[src/rtl/mem_req_arbiter_pkg.sv]
// mem_arb_pkg: shared types and sizing helpers for the memory request arbiter.
//   arb_state_e  - transaction FSM states (IDLE, ISSUE, WAIT_RSP)
//   idx_width    - owner index width, $clog2(n) with a minimum of 1
//   wdog_width   - response watchdog width, $clog2(timeout_cycles)
package mem_arb_pkg;

    typedef enum logic [1:0] {
        IDLE     = 2'd0,
        ISSUE    = 2'd1,
        WAIT_RSP = 2'd2
    } arb_state_e;

    localparam int DEFAULT_TIMEOUT_CYCLES = 1024;

    function automatic int idx_width(input int n);
        return (n > 1) ? $clog2(n) : 1;
    endfunction

    // The watchdog only has to hold values up to timeout_cycles-1.
    function automatic int wdog_width(input int timeout_cycles);
        return (timeout_cycles > 2) ? $clog2(timeout_cycles) : 1;
    endfunction

endpackage

[src/rtl/mem_req_arbiter_if.sv]
// mem_req_arbiter_if: requester-side and memory-side bundle of the arbiter.
//   req_*       - NUM_REQS requesters, fields packed at [i*W +: W]
//   mem_req_*   - single request port toward memory
//   mem_rsp_*   - memory response (read data or write ack)
//   rsp_*       - response routed back to the owning requester
//   err_stray_rsp - sticky flag for unexpected memory responses
// Modports: slave = the arbiter, master = requesters + memory (environment).
//
// Handshake semantics: a request moves on a rising edge where valid and ready
// are both high. The arbiter holds mem_req_valid and all mem_req_* fields
// stable until that edge. req_ready is a one-cycle accept pulse; rsp_valid and
// mem_rsp_valid are single-cycle pulses with no backpressure.
interface mem_req_arbiter_if #(
    parameter int NUM_REQS   = 4,
    parameter int ADDR_WIDTH = 32,
    parameter int DATA_WIDTH = 128
);
    logic [NUM_REQS-1:0]            req_valid;
    logic [NUM_REQS-1:0]            req_ready;
    logic [NUM_REQS-1:0]            req_is_write;
    logic [NUM_REQS*ADDR_WIDTH-1:0] req_addr;
    logic [NUM_REQS*DATA_WIDTH-1:0] req_wdata;
    logic                           mem_req_valid;
    logic                           mem_req_ready;
    logic                           mem_req_is_write;
    logic [ADDR_WIDTH-1:0]          mem_req_addr;
    logic [DATA_WIDTH-1:0]          mem_req_wdata;
    logic                           mem_rsp_valid;
    logic [DATA_WIDTH-1:0]          mem_rsp_data;
    logic [NUM_REQS-1:0]            rsp_valid;
    logic [DATA_WIDTH-1:0]          rsp_data;
    logic                           rsp_error;
    logic                           err_stray_rsp;

    modport slave (
        input  req_valid, req_is_write, req_addr, req_wdata,
        input  mem_req_ready, mem_rsp_valid, mem_rsp_data,
        output req_ready, mem_req_valid, mem_req_is_write, mem_req_addr, mem_req_wdata,
        output rsp_valid, rsp_data, rsp_error, err_stray_rsp
    );

    modport master (
        output req_valid, req_is_write, req_addr, req_wdata,
        output mem_req_ready, mem_rsp_valid, mem_rsp_data,
        input  req_ready, mem_req_valid, mem_req_is_write, mem_req_addr, mem_req_wdata,
        input  rsp_valid, rsp_data, rsp_error, err_stray_rsp
    );
endinterface

[src/rtl/mem_req_arbiter_arb_rr.sv]
// arb_rr: round-robin arbiter.
//   clock, reset - clock and asynchronous active-high reset
//   reqs         - request vector
//   pop          - consume the current grant; priority moves past the winner
//   grant        - one-hot combinational grant (all zero when no request)
// After reset requester 0 has the highest priority.
module arb_rr
    import mem_arb_pkg::*;
#(
    parameter int N = 4
) (
    input  logic         clock,
    input  logic         reset,
    input  logic [N-1:0] reqs,
    input  logic         pop,
    output logic [N-1:0] grant
);
    localparam int IW = idx_width(N);

    logic [IW-1:0] ptr;
    logic [IW-1:0] winner;
    logic [IW-1:0] scan_idx;
    logic          found;

    // Scan N positions starting at ptr, wrapping at N (N need not be a power of 2).
    always_comb begin
        grant    = '0;
        winner   = '0;
        found    = 1'b0;
        scan_idx = '0;
        for (int k = 0; k < N; k++) begin
            scan_idx = (int'(ptr) + k >= N) ? IW'(int'(ptr) + k - N) : IW'(int'(ptr) + k);
            if (!found && reqs[scan_idx]) begin
                found           = 1'b1;
                grant[scan_idx] = 1'b1;
                winner          = scan_idx;
            end
        end
    end

    always_ff @(posedge clock or posedge reset) begin
        if (reset) begin
            ptr <= '0;
        end else if (pop && found) begin
            ptr <= (winner == IW'(N - 1)) ? '0 : winner + IW'(1);
        end
    end

endmodule

[src/rtl/mem_req_arbiter.sv]
// mem_req_arbiter: shares one memory request port among NUM_REQS requesters.
// Round-robin grant, one transaction outstanding, response routed to its owner,
// watchdog returns an error response when memory never answers.
//   clock, reset - clock and asynchronous active-high reset
//   bus          - mem_req_arbiter_if.slave (requesters, memory port, responses)
//   dbg_state    - current transaction FSM state
module mem_req_arbiter
    import mem_arb_pkg::*;
#(
    parameter int NUM_REQS       = 4,
    parameter int ADDR_WIDTH     = 32,
    parameter int DATA_WIDTH     = 128,
    parameter int TIMEOUT_CYCLES = DEFAULT_TIMEOUT_CYCLES
) (
    input  logic                    clock,
    input  logic                    reset,
    mem_req_arbiter_if.slave        bus,
    output arb_state_e              dbg_state
);
    localparam int IDX_W  = idx_width(NUM_REQS);
    localparam int WDOG_W = wdog_width(TIMEOUT_CYCLES);
    // The watchdog steps to TIMEOUT_CYCLES-1 on the edge where it reads this
    // value; that edge launches the error response, so the error pulse lands
    // exactly TIMEOUT_CYCLES cycles after the memory handshake.
    localparam logic [WDOG_W-1:0] WDOG_FIRE = WDOG_W'(TIMEOUT_CYCLES - 2);

    arb_state_e              state;
    logic [NUM_REQS-1:0]     grant;
    logic [NUM_REQS-1:0]     owner_onehot;
    logic [IDX_W-1:0]        grant_idx;
    logic [IDX_W-1:0]        owner;
    logic [ADDR_WIDTH-1:0]   sel_addr;
    logic [DATA_WIDTH-1:0]   sel_wdata;
    logic                    sel_is_write;
    logic                    pop;

    logic [ADDR_WIDTH-1:0]   addr_q;
    logic [DATA_WIDTH-1:0]   wdata_q;
    logic                    is_write_q;
    logic                    mem_req_valid_q;
    logic [WDOG_W-1:0]       wdog;
    logic [NUM_REQS-1:0]     rsp_valid_q;
    logic [DATA_WIDTH-1:0]   rsp_data_q;
    logic                    rsp_error_q;
    logic                    stray_q;

    assign pop = !reset && (state == IDLE) && (|bus.req_valid);

    arb_rr #(.N(NUM_REQS)) u_arb (
        .clock (clock),
        .reset (reset),
        .reqs  (bus.req_valid),
        .pop   (pop),
        .grant (grant)
    );

    // Encode the one-hot grant and pick out the winner's fields.
    always_comb begin
        grant_idx    = '0;
        sel_addr     = '0;
        sel_wdata    = '0;
        sel_is_write = 1'b0;
        for (int i = 0; i < NUM_REQS; i++) begin
            if (grant[i]) begin
                grant_idx    = IDX_W'(i);
                sel_addr     = bus.req_addr[i*ADDR_WIDTH +: ADDR_WIDTH];
                sel_wdata    = bus.req_wdata[i*DATA_WIDTH +: DATA_WIDTH];
                sel_is_write = bus.req_is_write[i];
            end
        end
    end

    always_comb begin
        owner_onehot = '0;
        for (int i = 0; i < NUM_REQS; i++) begin
            owner_onehot[i] = (owner == IDX_W'(i));
        end
    end

    always_ff @(posedge clock or posedge reset) begin
        if (reset) begin
            state           <= IDLE;
            owner           <= '0;
            addr_q          <= '0;
            wdata_q         <= '0;
            is_write_q      <= 1'b0;
            mem_req_valid_q <= 1'b0;
            wdog            <= '0;
            rsp_valid_q     <= '0;
            rsp_data_q      <= '0;
            rsp_error_q     <= 1'b0;
            stray_q         <= 1'b0;
        end else begin
            rsp_valid_q <= '0;
            rsp_error_q <= 1'b0;
            // Any response outside WAIT_RSP (e.g. a late one after a timeout) is dropped.
            if (bus.mem_rsp_valid && state != WAIT_RSP) begin
                stray_q <= 1'b1;
            end
            case (state)
                IDLE: begin
                    if (pop) begin
                        owner           <= grant_idx;
                        addr_q          <= sel_addr;
                        wdata_q         <= sel_wdata;
                        is_write_q      <= sel_is_write;
                        mem_req_valid_q <= 1'b1;
                        state           <= ISSUE;
                    end
                end
                ISSUE: begin
                    if (bus.mem_req_ready) begin
                        mem_req_valid_q <= 1'b0;
                        wdog            <= '0;
                        state           <= WAIT_RSP;
                    end
                end
                WAIT_RSP: begin
                    wdog <= wdog + WDOG_W'(1);
                    // A response in the timeout cycle takes priority over the error.
                    if (bus.mem_rsp_valid) begin
                        rsp_valid_q <= owner_onehot;
                        rsp_data_q  <= bus.mem_rsp_data;
                        state       <= IDLE;
                    end else if (wdog == WDOG_FIRE) begin
                        rsp_valid_q <= owner_onehot;
                        rsp_data_q  <= '0;
                        rsp_error_q <= 1'b1;
                        state       <= IDLE;
                    end
                end
                default: state <= IDLE;
            endcase
        end
    end

    // req_ready is the combinational grant; held low while reset is asserted.
    assign bus.req_ready        = (!reset && state == IDLE) ? grant : '0;
    assign bus.mem_req_valid    = mem_req_valid_q;
    assign bus.mem_req_is_write = is_write_q;
    assign bus.mem_req_addr     = addr_q;
    assign bus.mem_req_wdata    = wdata_q;
    assign bus.rsp_valid        = rsp_valid_q;
    assign bus.rsp_data         = rsp_data_q;
    assign bus.rsp_error        = rsp_error_q;
    assign bus.err_stray_rsp    = stray_q;
    assign dbg_state            = state;

endmodule

[src/flat_wrapper.sv]
// flat-port wrapper written by rule: the top's interface ports become plain ports
module mem_req_arbiter_flat import mem_arb_pkg::*;
#(
    parameter int NUM_REQS       = 4,
    parameter int ADDR_WIDTH     = 32,
    parameter int DATA_WIDTH     = 128,
    parameter int TIMEOUT_CYCLES = DEFAULT_TIMEOUT_CYCLES
)
  (clock, reset, dbg_state, bus_req_valid, bus_req_is_write, bus_req_addr, bus_req_wdata, bus_mem_req_ready, bus_mem_rsp_valid, bus_mem_rsp_data, bus_req_ready, bus_mem_req_valid, bus_mem_req_is_write, bus_mem_req_addr, bus_mem_req_wdata, bus_rsp_valid, bus_rsp_data, bus_rsp_error, bus_err_stray_rsp);
  mem_req_arbiter_if #(.NUM_REQS(NUM_REQS), .ADDR_WIDTH(ADDR_WIDTH), .DATA_WIDTH(DATA_WIDTH)) bus_i ();
  input  logic clock;
  input  logic reset;
  output arb_state_e dbg_state;
  input wire logic [$bits(bus_i.req_valid)-1:0] bus_req_valid;
  input wire logic [$bits(bus_i.req_is_write)-1:0] bus_req_is_write;
  input wire logic [$bits(bus_i.req_addr)-1:0] bus_req_addr;
  input wire logic [$bits(bus_i.req_wdata)-1:0] bus_req_wdata;
  input wire logic [$bits(bus_i.mem_req_ready)-1:0] bus_mem_req_ready;
  input wire logic [$bits(bus_i.mem_rsp_valid)-1:0] bus_mem_rsp_valid;
  input wire logic [$bits(bus_i.mem_rsp_data)-1:0] bus_mem_rsp_data;
  output wire logic [$bits(bus_i.req_ready)-1:0] bus_req_ready;
  output wire logic [$bits(bus_i.mem_req_valid)-1:0] bus_mem_req_valid;
  output wire logic [$bits(bus_i.mem_req_is_write)-1:0] bus_mem_req_is_write;
  output wire logic [$bits(bus_i.mem_req_addr)-1:0] bus_mem_req_addr;
  output wire logic [$bits(bus_i.mem_req_wdata)-1:0] bus_mem_req_wdata;
  output wire logic [$bits(bus_i.rsp_valid)-1:0] bus_rsp_valid;
  output wire logic [$bits(bus_i.rsp_data)-1:0] bus_rsp_data;
  output wire logic [$bits(bus_i.rsp_error)-1:0] bus_rsp_error;
  output wire logic [$bits(bus_i.err_stray_rsp)-1:0] bus_err_stray_rsp;
  assign bus_i.req_valid = bus_req_valid;
  assign bus_i.req_is_write = bus_req_is_write;
  assign bus_i.req_addr = bus_req_addr;
  assign bus_i.req_wdata = bus_req_wdata;
  assign bus_i.mem_req_ready = bus_mem_req_ready;
  assign bus_i.mem_rsp_valid = bus_mem_rsp_valid;
  assign bus_i.mem_rsp_data = bus_mem_rsp_data;
  assign bus_req_ready = bus_i.req_ready;
  assign bus_mem_req_valid = bus_i.mem_req_valid;
  assign bus_mem_req_is_write = bus_i.mem_req_is_write;
  assign bus_mem_req_addr = bus_i.mem_req_addr;
  assign bus_mem_req_wdata = bus_i.mem_req_wdata;
  assign bus_rsp_valid = bus_i.rsp_valid;
  assign bus_rsp_data = bus_i.rsp_data;
  assign bus_rsp_error = bus_i.rsp_error;
  assign bus_err_stray_rsp = bus_i.err_stray_rsp;
  mem_req_arbiter #(.NUM_REQS(NUM_REQS), .ADDR_WIDTH(ADDR_WIDTH), .DATA_WIDTH(DATA_WIDTH), .TIMEOUT_CYCLES(TIMEOUT_CYCLES)) u_core (.clock(clock), .reset(reset), .bus(bus_i), .dbg_state(dbg_state));
endmodule
[config.mk]
export PLATFORM = sky130hd
export DESIGN_NAME = mem_req_arbiter_flat
export DESIGN_NICKNAME = d
export VERILOG_FILES = /design/src/rtl/mem_req_arbiter_pkg.sv /design/src/rtl/mem_req_arbiter_if.sv /design/src/rtl/mem_req_arbiter_arb_rr.sv /design/src/rtl/mem_req_arbiter.sv /design/src/flat_wrapper.sv
export SDC_FILE = /design/constraint.sdc
export NUM_CORES = 1
export LEC_CHECK = 0
export CORE_AREA = 3 3 425 427
export CTS_CLUSTER_SIZE = 30
export DETAILED_ROUTE_END_ITERATION = 8
export DIE_AREA = 0 0 428 430
export PLACE_DENSITY = 0.41
export SYNTH_ARGS = -nofsm -noshare
export SYNTH_HDL_FRONTEND = slang
export SYNTH_SLANG_ARGS = --single-unit
[constraint.sdc]
create_clock -name clock -period 12.68 [get_ports clock]
set_clock_uncertainty 0.2 [all_clocks]
set_input_delay 1.268 -clock clock [delete_from_list [all_inputs] [get_ports clock]]
set_output_delay 1.268 -clock clock [all_outputs]
set_load 0.05 [all_outputs]
==> results.ini <==
[run_status]
status=completed

[cts]
htree_num_levels=2
cts.sinks=312
cts_setup_buffers=0
hold_buffers=0
clkSlewWorstSetupHoldPaths_ns=0.06
clock_latency_ns=0.59
numCtsBuffers=46
ctsResizeCount=0
cts_tree=yes
clockBufferDepth=3
clockRootBuffer=clkbuf_16

[hold_path]
min-delay-start=u_core.owner[0]
hold_class=flop to flop
min_to=u_core.bus.rsp_valid[2]
hold_path_depth=1

[pwr]
power_mw=8.64
pwr-share-clk_pct=15.4
vdd_drop_max_mv=0.214
power.net_switching_mw=4.74
p_comb_share_pct=63.7
switching_share_pct=54.9
seq_power_share_pct=20.9
powerDensity_nw_per_um2=274
leakage_nw=11.4
power.internal_mw=3.90

[yosys]
postSynthCellCount=2015
syn_avg_cell_area_um2=8.32
synth_seq_cells=312
netlist_area_um2=16800
synth_ff_type=dfrtp_1
seq_area_frac_synth_pct=46.6
syn_nets=2804
ys.warnings.count=0
synth-edff-count=0
synth_cell_types=53
synth-async-reset-ratio_pct=100

[global_route]
antenna_found_initial=51
track_usage_pct=13.2
grt_first_pass_wirelength_um=174000
grt_max_degree=125
grt_pass1_vias=20600
grt-ovfl-total=0

[job]
cap_viol_max_count=0

[timing]
slew_headroom_pct=18.6
tightest_slew_ns=1.22
fin_tns_setup_ns=0
timing.final.crit_share_pct=49.2
finalHoldViolations=0
drv_slew=0
period_needed_ns=6.23
holdWs_ns=0.254
setup_violations=0
fmax_mhz=160
setup_ws_ns=6.45
rsz0062_at_grt=no

[die]
core-area_um2=176000
die_h_um=430
rows=154
start_util_pct=9.50
die_w_um=428
ioPinCount=1082
fp.dieArea_um2=184000

[route]
vias=20100
drc=0
routedWlPerCell_um=23.8
postRouteAntennaNets=0
drtPass1Iterations=5
routed_via_density=3.75
dr.first_iter.drc_count=1490
drt-total-wl_um=128000

[finish]
nFillCells=20100
final-seq-area_um2=7810
finalNonFillerCells=5364
final_area_um2=31500
fin_nets=3761
syn2layout_area_growth_pct=88.0
multi_input_area_um2=8130
fin_util_pct=17.9
layout-drive-gt1-share_pct=3.96

[worst_setup_path]
cp_max_fo=39
required_ns=11.21
r2r_end=u_core.bus.mem_req_wdata[72]
reg2reg_setup_slack_ns=6.55
setup.worst_path.end_class=primary output
start_kind=flop
arrival_ns=4.77
rr_worst_depth=10
critPathKind=flop to primary output

[placed_design]
post-place-ws_ns=6.24
post-dp-hpwl_um=95700
dp_cells=5264
place_area_um2=30000
io_buffers=1081
gp_congestion=0.897

metal layers:
layer  part of all wire, %  up-vias  GRT usage, %
met4                   3.0       30          4.36
met2                    51      848          23.4
met3                   7.9      185          3.74
li1                      -     9078             -
met1                    38     9997          15.1
met5                  0.15        -             0
placed cells by master, fill, tap and decap left out, drive strengths merged, types with 2 or more instances in the layout:
master / Yosys / layout
clkdlybuf4s50: 0 / 1081
nand2: 435 / 435
nor2: 343 / 343
dfrtp: 312 / 312
nand3: 167 / 167
o2bb2ai: 161 / 161
a311oi: 161 / 161
o21ai: 140 / 140
clkbuf: 129 / 66
buf: 68 / 25
diode: 0 / 22
inv: 10 / 12
ha: 9 / 9
clkinv: 0 / 8
nor2b: 6 / 6
nor3: 5 / 5
mux2: 4 / 4
o31ai: 4 / 4
nand2b: 4 / 4
xor2: 4 / 4
a21o: 4 / 4
and2: 4 / 4
a21oi: 4 / 4
mux2i: 3 / 3
mux4: 3 / 3
or3: 3 / 3
nand4: 3 / 3
o211ai: 3 / 3
o22ai: 3 / 3
nor3b: 2 / 2
bufinv: 0 / 2
and3: 2 / 2
or2: 2 / 2
cells by family (layout without fill, tap and decap cells):
family / after synthesis / after routing / synth area share (%)
other: 0 / 22 / 0
flip-flops: 312 / 312 / 46.6
buffers and inverters: 207 / 1194 / 5.26
multiplexers: 10 / 10 / 0.851
AO/OA/AOI/OAI: 491 / 491 / 22.6
adder cells (fa/ha/maj): 9 / 9 / 0.672
XOR/XNOR: 5 / 5 / 0.261
AND/OR/NAND/NOR: 981 / 981 / 23.8
worst max path at each step:
stage	slack [ns]	startpoint	end
2_1_floorplan	2.58	reset	async pin
3_3_place_gp	6.24	bus_req_valid[1]	u_core.bus.mem_req_wdata[65]
6_report	6.45	flop	bus_req_ready[1]
4_1_cts	6.32	flop	bus_req_ready[1]
5_1_grt	6.11	flop	bus_req_ready[1]
3_5_place_dp	6.24	bus_req_valid[1]	u_core.bus.mem_req_wdata[64]
cells in the mapped netlist (4+ instances only):
cell	instances	share of area [%]
o31ai_1	4	0.18
a311oi_1	161	8.4
ha_1	9	0.67
nor2b_1	6	0.22
buf_2	60	1.8
nand2_1	435	9.7
dfrtp_1	312	47
and2_1	4	0.15
nand3_1	167	5.0
mux2_2	4	0.27
nor2_1	343	7.7
nand2b_1	4	0.15
o21ai_0	139	4.2
inv_1	10	0.22
a21o_1	4	0.18
a21oi_1	4	0.12
clkbuf_1	129	2.9
nor3_1	4	0.12
buf_4	6	0.27
o2bb2ai_1	161	8.4
xor2_1	4	0.21
area by class of cell:
cell class | instances | share of cell area [%]
timing repair buffer | 1106 | 35.1
multi-input combinational | 1496 | 25.8
antenna | 22 | 0.175
inverter | 10 | 0.143
tap | 2340 | 9.29
clock buffer | 66 | 4.34
clock inverter | 12 | 0.373
sequential | 312 | 24.8
sequential cells by signal, summed over array words and instances, names as in the netlist, named ones only:
signal                       count
u_core.u_arb.ptr                 1
u_core.bus.err_stray_rsp         1
u_core.owner                     2
u_core.bus.mem_req_addr         32
u_core.bus.rsp_error             1
u_core.wdog                     10
u_core.bus.rsp_data            128
u_core.dbg_state                 2
u_core.bus.mem_req_wdata       128
u_core.bus.rsp_valid             4
u_core.bus.mem_req_valid         1
u_core.bus.mem_req_is_write      1
power groups by stage:
stage	Combinational [mW]	Clock, mW	Sequential [mW]
final	5.50	1.33	1.80
after global routing	5.83	1.42	1.86
after CTS	5.62	1.39	1.80
after detailed placement	5.61	0	1.81
after global placement	5.60	0	1.80
after floorplan	1.80	0	3.27
worst max-delay path, stage by stage, from the launching register on:
cell	delay, ns
dfrtp_1	0.73
inv_1	0.35
ha_1	0.56
mux4_2	0.68
a21o_1	0.23
o22ai_2	0.18
o21a_4	0.60
nor2_1	0.09
clkdlybuf4s50_1	0.73
Note: power is estimated with default switching activity, not from simulation.
